[src/rtl/fsm_seq_driver_pkg.sv]
// Shared types for the sequence driver and the activity-series Mealy machines.
// Holds the driver state encoding, the default word width and the S0-S7 machine states.
package fsm_seq_pkg;

    localparam int DEFAULT_WIDTH = 16;

    typedef enum logic [1:0] {
        IDLE  = 2'd0,
        RST   = 2'd1,
        SHIFT = 2'd2,
        DONE  = 2'd3
    } drv_state_t;

    typedef enum logic [2:0] {
        S0 = 3'd0,
        S1 = 3'd1,
        S2 = 3'd2,
        S3 = 3'd3,
        S4 = 3'd4,
        S5 = 3'd5,
        S6 = 3'd6,
        S7 = 3'd7
    } fsm_state_t;

endpackage

[src/rtl/fsm_seq_driver_bit_shifter.sv]
// Stimulus shift-out register paired with a response capture register.
// Response bits land at the same position the matching stimulus bit came from.
module bit_shifter
    import fsm_seq_pkg::*;
#(
    parameter int  WIDTH     = DEFAULT_WIDTH,
    parameter bit  LSB_FIRST = 1'b1,
    localparam int IW        = $clog2(WIDTH + 1)
) (
    input  logic             clk,
    input  logic             reset,
    input  logic             load,
    input  logic [WIDTH-1:0] load_word,
    input  logic             shift_en,
    input  logic             capture_en,
    input  logic             capture_bit,
    output logic             head_bit,
    output logic [WIDTH-1:0] resp_next
);

    logic [WIDTH-1:0] stim;
    logic [WIDTH-1:0] resp_acc;
    logic [IW-1:0]    idx;
    logic [IW-1:0]    pos;

    assign head_bit = LSB_FIRST ? stim[0] : stim[WIDTH-1];
    assign pos      = LSB_FIRST ? idx : (IW'(WIDTH - 1) - idx);

    // resp_next already includes the bit being sampled this edge, so the
    // top can publish the complete word on the same edge that ends SHIFT.
    always_comb begin
        resp_next = resp_acc;
        for (int i = 0; i < WIDTH; i++) begin
            if (capture_en && (pos == IW'(i))) begin
                resp_next[i] = capture_bit;
            end
        end
    end

    always_ff @(posedge clk or posedge reset) begin
        if (reset) begin
            stim     <= '0;
            resp_acc <= '0;
            idx      <= '0;
        end else if (load) begin
            stim     <= load_word;
            resp_acc <= '0;
            idx      <= '0;
        end else begin
            if (shift_en) begin
                stim <= LSB_FIRST ? {1'b0, stim[WIDTH-1:1]} : {stim[WIDTH-2:0], 1'b0};
            end
            if (capture_en) begin
                resp_acc <= resp_next;
                idx      <= idx + IW'(1);
            end
        end
    end

endmodule

[src/rtl/fsm_seq_driver.sv]
// Drives a parallel pattern serially into a single-bit Mealy machine after
// resetting it, and returns the machine's per-cycle response as a parallel word.
module fsm_seq_driver
    import fsm_seq_pkg::*;
#(
    parameter int  WIDTH     = DEFAULT_WIDTH,
    parameter bit  LSB_FIRST = 1'b1,
    localparam int LW        = $clog2(WIDTH + 1)
) (
    input  logic             clk,
    input  logic             reset,
    input  logic             start,
    input  logic [WIDTH-1:0] pattern,
    input  logic [LW-1:0]    len,
    output logic             busy,
    output logic             fsm_rst,
    output logic             x_out,
    input  logic             y_in,
    output logic [WIDTH-1:0] resp,
    output logic             done
);

    drv_state_t       state;
    logic [LW-1:0]    cnt;
    logic [LW-1:0]    len_clamped;
    logic             load;
    logic             shift_en;
    logic             capture_en;
    logic             head_bit;
    logic [WIDTH-1:0] resp_next;

    assign len_clamped = (len > LW'(WIDTH)) ? LW'(WIDTH) : len;
    assign load        = (state == IDLE) && start;
    assign capture_en  = (state == SHIFT);
    // The stimulus register runs one bit ahead of x_out, so it advances on
    // the edge that loads x_out and stops once the last bit has been issued.
    assign shift_en    = ((state == RST) && (cnt != '0)) ||
                         ((state == SHIFT) && (cnt != LW'(1)));

    bit_shifter #(
        .WIDTH     (WIDTH),
        .LSB_FIRST (LSB_FIRST)
    ) u_shifter (
        .clk         (clk),
        .reset       (reset),
        .load        (load),
        .load_word   (pattern),
        .shift_en    (shift_en),
        .capture_en  (capture_en),
        .capture_bit (y_in),
        .head_bit    (head_bit),
        .resp_next   (resp_next)
    );

    always_ff @(posedge clk or posedge reset) begin
        if (reset) begin
            state   <= IDLE;
            cnt     <= '0;
            busy    <= 1'b0;
            fsm_rst <= 1'b0;
            x_out   <= 1'b0;
            done    <= 1'b0;
            resp    <= '0;
        end else begin
            case (state)
                IDLE: begin
                    done <= 1'b0;
                    if (start) begin
                        state   <= RST;
                        cnt     <= len_clamped;
                        busy    <= 1'b1;
                        fsm_rst <= 1'b1;
                    end
                end
                RST: begin
                    fsm_rst <= 1'b0;
                    if (cnt == '0) begin
                        state <= DONE;
                        done  <= 1'b1;
                        resp  <= resp_next;
                    end else begin
                        state <= SHIFT;
                        x_out <= head_bit;
                    end
                end
                SHIFT: begin
                    cnt <= cnt - LW'(1);
                    if (cnt == LW'(1)) begin
                        state <= DONE;
                        x_out <= 1'b0;
                        done  <= 1'b1;
                        resp  <= resp_next;
                    end else begin
                        x_out <= head_bit;
                    end
                end
                DONE: begin
                    state <= IDLE;
                    done  <= 1'b0;
                    busy  <= 1'b0;
                end
                default: begin
                    state   <= IDLE;
                    busy    <= 1'b0;
                    fsm_rst <= 1'b0;
                    x_out   <= 1'b0;
                    done    <= 1'b0;
                end
            endcase
        end
    end

endmodule
[config.mk]
export PLATFORM = sky130hd
export DESIGN_NAME = fsm_seq_driver
export DESIGN_NICKNAME = d
export VERILOG_FILES = /design/src/rtl/fsm_seq_driver_pkg.sv /design/src/rtl/fsm_seq_driver_bit_shifter.sv /design/src/rtl/fsm_seq_driver.sv
export SDC_FILE = /design/constraint.sdc
export NUM_CORES = 1
export LEC_CHECK = 0
export ABC_CLOCK_PERIOD_IN_PS = 7000
export CAP_MARGIN = 20
export CORE_AREA = 3 3 81 83
export CTS_CLUSTER_DIAMETER = 200
export DETAILED_ROUTE_END_ITERATION = 16
export DIE_AREA = 0 0 84 86
export MAX_ROUTING_LAYER = met4
export PLACE_DENSITY = 0.79
export RECOVER_POWER = 50
export SYNTH_ARGS = -nofsm -noshare
export SYNTH_HDL_FRONTEND = slang
export SYNTH_HIERARCHICAL = 1
export SYNTH_SLANG_ARGS = --single-unit
[constraint.sdc]
create_clock -name clk -period 7 [get_ports clk]
set_input_delay 1.4 -clock clk [delete_from_list [all_inputs] [get_ports clk]]
set_output_delay 1.4 -clock clk [all_outputs]
set_load 0.05 [all_outputs]
==> impl_metrics.tcl, run 1 <==
set metrics [dict create \
    outcome "complete, but fails checks" \
    violations "max-capacitance violations, max-slew violations" \
    grt_pass1_wl_um 10900 \
    arrival_ns 4.12 \
    htree_num_levels 3 \
    p_leak_nw 1.91 \
    power_density_mw_per_mm2 442 \
    cp_cell_sequence "dlygate4sd3_1 > nand2_1 > inv_1 > clkbuf_1 > nand2b_1 > mux2i_1" \
    netlist_instances 304 \
    fin_crit_sh_pct 56.0 \
    drt_wl_total_um 6250 \
    syn_avg_cell_area_sq_um 11.2 \
    drive_gt1_share_pct 15.2 \
    hold_class "reg -> reg" \
    die_h_um 86 \
    cp.required_ns 7.20 \
    yosysWarnings 6 \
    final_max_slew_viol_count 93 \
    crit_type "in -> reg" \
    ctsHoldBuffers 0 \
    die_x_um 84 \
    grt_setup_unrepaired "false" \
    setup_tns_ns 0 \
    syn_area_sq_mm 0.00342 \
    layout.nets 382 \
    fin_crit_ns 3.92 \
    max_cap_viol_count 2 \
    cts_tree "built" \
    timing_hold_violations_final 0 \
    gr-usage-all-layers_pct 19.7 \
    firstDrtPassIters 4 \
    cts_sinks 64 \
    clk_latency_ns 0.34 \
    synth-simple-area-share_pct 14.6 \
    wl_per_cell_um 14.7 \
    clk_pin_slew_worst_paths_ns 0.07 \
    max_freq_mhz 255 \
    dp_hpwl_um 4250 \
    route.detailed.drc 0 \
    area_growth_pct 17.9 \
    worstMarginPinSlew_ns 1.98 \
    synth_cell_types 49 \
    seq_area_frac_synth_pct 46.9 \
    cts_buffer_depth 2 \
    fin_util_pct 68.1 \
    synth_nets 341 \
    setup_violations 0 \
    floorplan.initialDensity_pct 57.7 \
    vias 2293 \
    antenna_left 0 \
    pin_count 45 \
    muxShareOfSynthArea_pct 20.4 \
    critPathMaxFanout 54 \
    cp-end-kind "register" \
    vias_per_cell 5.41 \
    cts_inserted_buffers 9 \
    irDropWorstVdd_v 0.000309 \
    async_flop_share_pct 100 \
    dieArea_sq_mm 0.00722 \
    grt_pass1_vias 2369 \
    synth-edff-count 0 \
    insertedDiodeCount 0 \
    critPathLaunchType "primary input" \
    rows 28 \
    gp_congestion 0.795 \
    io_buffers 44 \
    grt_start_max_net_pins 55 \
    relSlewSlack_pct -31.9 \
    post_cts_buffers 0 \
    drt_iter0_drc 96 \
    overflow 0 \
    clockRootBuffer "clkbuf_8" \
    synth-adder-area-share_pct 4.39 \
    cts_resized 0 \
    synth_compound_area_share_pct 8.35 \
    synth-xor-area-share_pct 0.769 \
    core-area_sq_mm 0.00592 \
    synth_ff_type "dfrtp_1" \
    antenna_found_initial 0 \
    synth_top_family_by_area "multiplexers" \
    crit_path_max_incr_delay_ns 1.30 \
    crit_path_top_delay_cell "clkbuf_1" \
    ys_ff_latch 64 \
    clock-skew-final_ns 0.00916 \
]
==> metrics by stage <==
stage | instances | hold slack [ns] | instance area (sq um) | power [mW] | worst slack [ns]
global placement | 408 | 0.488 | 3870 | 1.48 | 3.83
global route | 424 | 0.522 | 4030 | 1.91 | 2.73
CTS | 423 | 0.509 | 4040 | 1.80 | 4.05
floorplan | 304 | 0.511 | 3420 | 1.32 | 4.71
finish | 424 | 0.507 | 4030 | 1.78 | 3.08
detailed placement | 408 | 0.487 | 3870 | 1.52 | 3.81
==> sequential cells by signal, indices dropped and copies added, names as in the netlist <==
register,count
state,2
x_out,1
u_shifter/stim,16
u_shifter/resp_acc,16
resp,16
busy,1
u_shifter/idx,5
cnt,5
done,1
fsm_rst,1
==> metal layers <==
layer | up-vias | global-route usage [%] | part of all wire, %
met1 | 1111 | 24.1 | 47
met4 | 0 | 10.2 | 2.2
met3 | 9 | 4.03 | 3.2
li1 | 1134 | - | -
met5 | - | - | 0
met2 | 39 | 31.0 | 47
==> path summary, 6_finish.rpt <==
kind	depth (start not counted)	slack, ns	startpoint	endpoint
max in group asynchronous	3	3.64	reset	u_shifter/resp_acc[2]$_DFFE_PP0P_
max	6	3.08	start	u_shifter/resp_acc[7]$_DFFE_PP0P_
min in group asynchronous	2	1.42	reset	cnt[1]$_DFFE_PP0P_
max reg2reg	7	3.88	state[0]$_DFFE_PP0P_	u_shifter/resp_acc[7]$_DFFE_PP0P_
min reg2reg	1	0.51	busy$_DFFE_PP0P_	busy$_DFFE_PP0P_
min	1	0.51	busy$_DFFE_PP0P_	busy$_DFFE_PP0P_
==> critical path: cells and delay by family <==
kind | cells | cell delay, ns
AND/OR/NAND/NOR | 2 | 0.63
multiplexers | 1 | 0.15
buffers and inverters | 3 | 1.93
==> kinds of logic after synthesis <==
family                   after synthesis
multiplexers                          62
adder cells (fa/ha/maj)               12
flip-flops                            64
AO/OA/AOI/OAI                         42
buffers and inverters                 32
XOR/XNOR                               3
AND/OR/NAND/NOR                       89
==> cell usage after synthesis (5+ instances only) <==
| cell | count | area share (%) |
|---|---|---|
| mux2i_1 | 32 | 9.4 |
| nand2_1 | 31 | 3.4 |
| clkbuf_1 | 8 | 0.88 |
| o21ai_0 | 21 | 3.1 |
| ha_1 | 12 | 4.4 |
| inv_1 | 14 | 1.5 |
| a21oi_1 | 5 | 0.73 |
| nor2_1 | 10 | 1.1 |
| nand2b_1 | 19 | 3.5 |
| dfrtp_1 | 64 | 47 |
| mux2_4 | 10 | 4.4 |
| mux2_2 | 20 | 6.6 |
==> power breakdown <==
group | switching, mW | leakage [nW] | internal, mW
combinational | 0.495 | 0.984 | 0.392
sequential | 0.102 | 0.841 | 0.509
clock | 0.137 | 0.0882 | 0.145
total | 0.735 | 1.91 | 1.05
==> final cells by class <==
class,instances,area (sq um)
fillers,474,1890
multi-input cells,208,1660
flip-flops and latches,64,1600
repair buffers,48,455
clock buffers,12,155
well taps,75,93.8
inverters,14,52.6
clock inverters,3,17.5
==> cell usage in the layout (no fill, tap or decap), types with 3 or more instances in the layout <==
cell type        instances
ha_1                    12
nand3_1                  4
and3b_2                  3
mux2_2                  20
mux2i_1                 32
dfrtp_1                 64
clkbuf_8                11
nor2b_1                  4
nor2_1                  10
a21oi_1                  5
nand2_1                 31
nand2b_1                19
nor3_1                   3
clkdlybuf4s50_1         42
o21ai_0                 21
mux2_4                  10
clkbuf_1                 5
inv_1                   14
Power figures use the tool's default switching activity.
==> run 2: changes to the inputs <==
Settings changed: ABC_CLOCK_PERIOD_IN_PS 7000 to 4000, CORE_AREA 3 3 81 83 to 3 3 83 85, DIE_AREA 0 0 84 86 to 0 0 86 88, PLACE_DENSITY 0.79 to 0.76.
Clock period 7 ns to 4 ns, I/O delays scaled along.
==> impl_metrics.tcl, run 2 (synthesized netlist as in run 1, its figures left out) <==
set metrics [dict create \
    layout.nets 382 \
    core-area_sq_mm 0.00628 \
    power_density_mw_per_mm2 772 \
    antenna_found_initial 0 \
    relSlewSlack_pct -32.5 \
    gp_congestion 0.785 \
    area_growth_pct 17.9 \
    cts_inserted_buffers 9 \
    hp-start "fsm_rst$_DFFE_PP0P_" \
    overflow 0 \
    max_cap_viol_count 2 \
    grt_setup_unrepaired "false" \
    cts_tree "built" \
    final_cell_mix "64 x dfrtp_1, 42 x clkdlybuf4s50_1, 32 x mux2i_1" \
    floorplan.initialDensity_pct 54.5 \
    grt_start_max_net_pins 54 \
    layout_commonest_cell "dfrtp_1" \
    insertedDiodeCount 0 \
    route.detailed.drc 0 \
    hold_class "reg -> reg" \
    timing_hold_violations_final 0 \
    outcome "complete, but fails checks" \
    violations "max-capacitance violations, max-slew violations" \
    dp_hpwl_um 4390 \
    p_leak_nw 1.91 \
    critPathLaunchType "primary input" \
    vias 2331 \
    power_mw 3.11 \
    io_buffers 44 \
    cp-end-kind "register" \
    ctsHoldBuffers 0 \
    wl_per_cell_um 15.0 \
    reg2regPathDepth 5 \
    clk_latency_ns 0.33 \
    cts_buffer_depth 2 \
    fin_crit_sh_pct 76.5 \
    startpoint "start" \
    whs_ns 0.494 \
    firstDrtPassIters 4 \
    fin_crit_ns 3.06 \
    r2r_end "u_shifter/stim[6]$_DFFE_PP0P_" \
    grt_pass1_vias 2399 \
    max_freq_mhz 327 \
    die_h_um 88 \
    clock-skew-final_ns 0.00465 \
    grt_pass1_wl_um 11100 \
    die_x_um 86 \
    dieArea_sq_mm 0.00757 \
    drt_iter0_drc 94 \
    cts_resized 0 \
    crit_type "in -> reg" \
    r2r-start "state[0]$_DFFE_PP0P_" \
    antenna_left 0 \
    gr-usage-all-layers_pct 19.4 \
    vias_per_cell 5.46 \
    cp.required_ns 4.13 \
    clockRootBuffer "clkbuf_8" \
    drt_wl_total_um 6400 \
    pin_count 45 \
    post_cts_buffers 0 \
    htree_num_levels 3 \
    final_max_slew_viol_count 92 \
    setup_violations 0 \
    arrival_ns 3.19 \
    drive_gt1_share_pct 15.7 \
    setup_tns_ns 0 \
    reg2reg_setup_slack_ns 1.15 \
    min_path_cells 1 \
    largest_registers "resp (16), u_shifter/resp_acc (16), u_shifter/stim (16)" \
    rows 29 \
    worstMarginPinSlew_ns 1.99 \
    hold_path_end "fsm_rst$_DFFE_PP0P_" \
    critPathMaxFanout 53 \
    irDropWorstVdd_v 0.000500 \
    cts_sinks 64 \
    clk_pin_slew_worst_paths_ns 0.07 \
]
==> run 2: per-layer routing <==
metal  part of all wire, %  wire length, um  track usage, %
met1                    46             2920            23.8
met2                    49             3120            31.0
met3                   3.6              230            4.33
met4                   1.9              123            8.49
met5                     0                0               -
==> run 2: per-stage QoR <==
stage               setup WS [ns]  utilization (%)  area (sq um)  instances
detailed placement           1.25             62.1          3900        411
floorplan                    1.77                -          3420        304
CTS                          1.22             64.7          4060        427
finish                      0.940             64.2          4030        427
global placement             1.35             61.6          3870        410
global route                0.636             64.2          4030        427
==> run 2: worst max-delay path by stage <==
| stage | cells past startpoint | endpoint | slack (ns) |
|---|---|---|---|
| detailed placement | 5 | u_shifter/stim[9]$_DFFE_PP0P_ | 1.25 |
| CTS | 5 | u_shifter/stim[1]$_DFFE_PP0P_ | 1.22 |
| floorplan | 7 | resp[10]$_DFFE_PP0P_ | 1.77 |
| global route | 5 | u_shifter/stim[1]$_DFFE_PP0P_ | 0.64 |
| finish | 5 | u_shifter/stim[6]$_DFFE_PP0P_ | 0.94 |
| global placement | 5 | u_shifter/stim[14]$_DFFE_PP0P_ | 1.35 |
==> run 2: critical path, cell delays in order <==
cell	delay [ns]
dlygate4sd3_1	0.56
nand2_1	0.10
inv_1	0.08
clkbuf_1	1.34
o21ai_0	0.30
==> run 2: power breakdown <==
| part | switching, mW | internal (mW) |
|---|---|---|
| clock | 0.248 | 0.221 |
| combinational | 0.877 | 0.690 |
| sequential | 0.184 | 0.892 |
| total | 1.31 | 1.80 |
==> run 2: final cells by class <==
class,instances,area (sq um)
clock buffer,10,128
sequential,64,1600
timing repair buffer,48,459
clock inverter,6,36.3
fill,518,2250
inverter,14,52.6
tap,77,96.3
multi-input combinational,208,1660
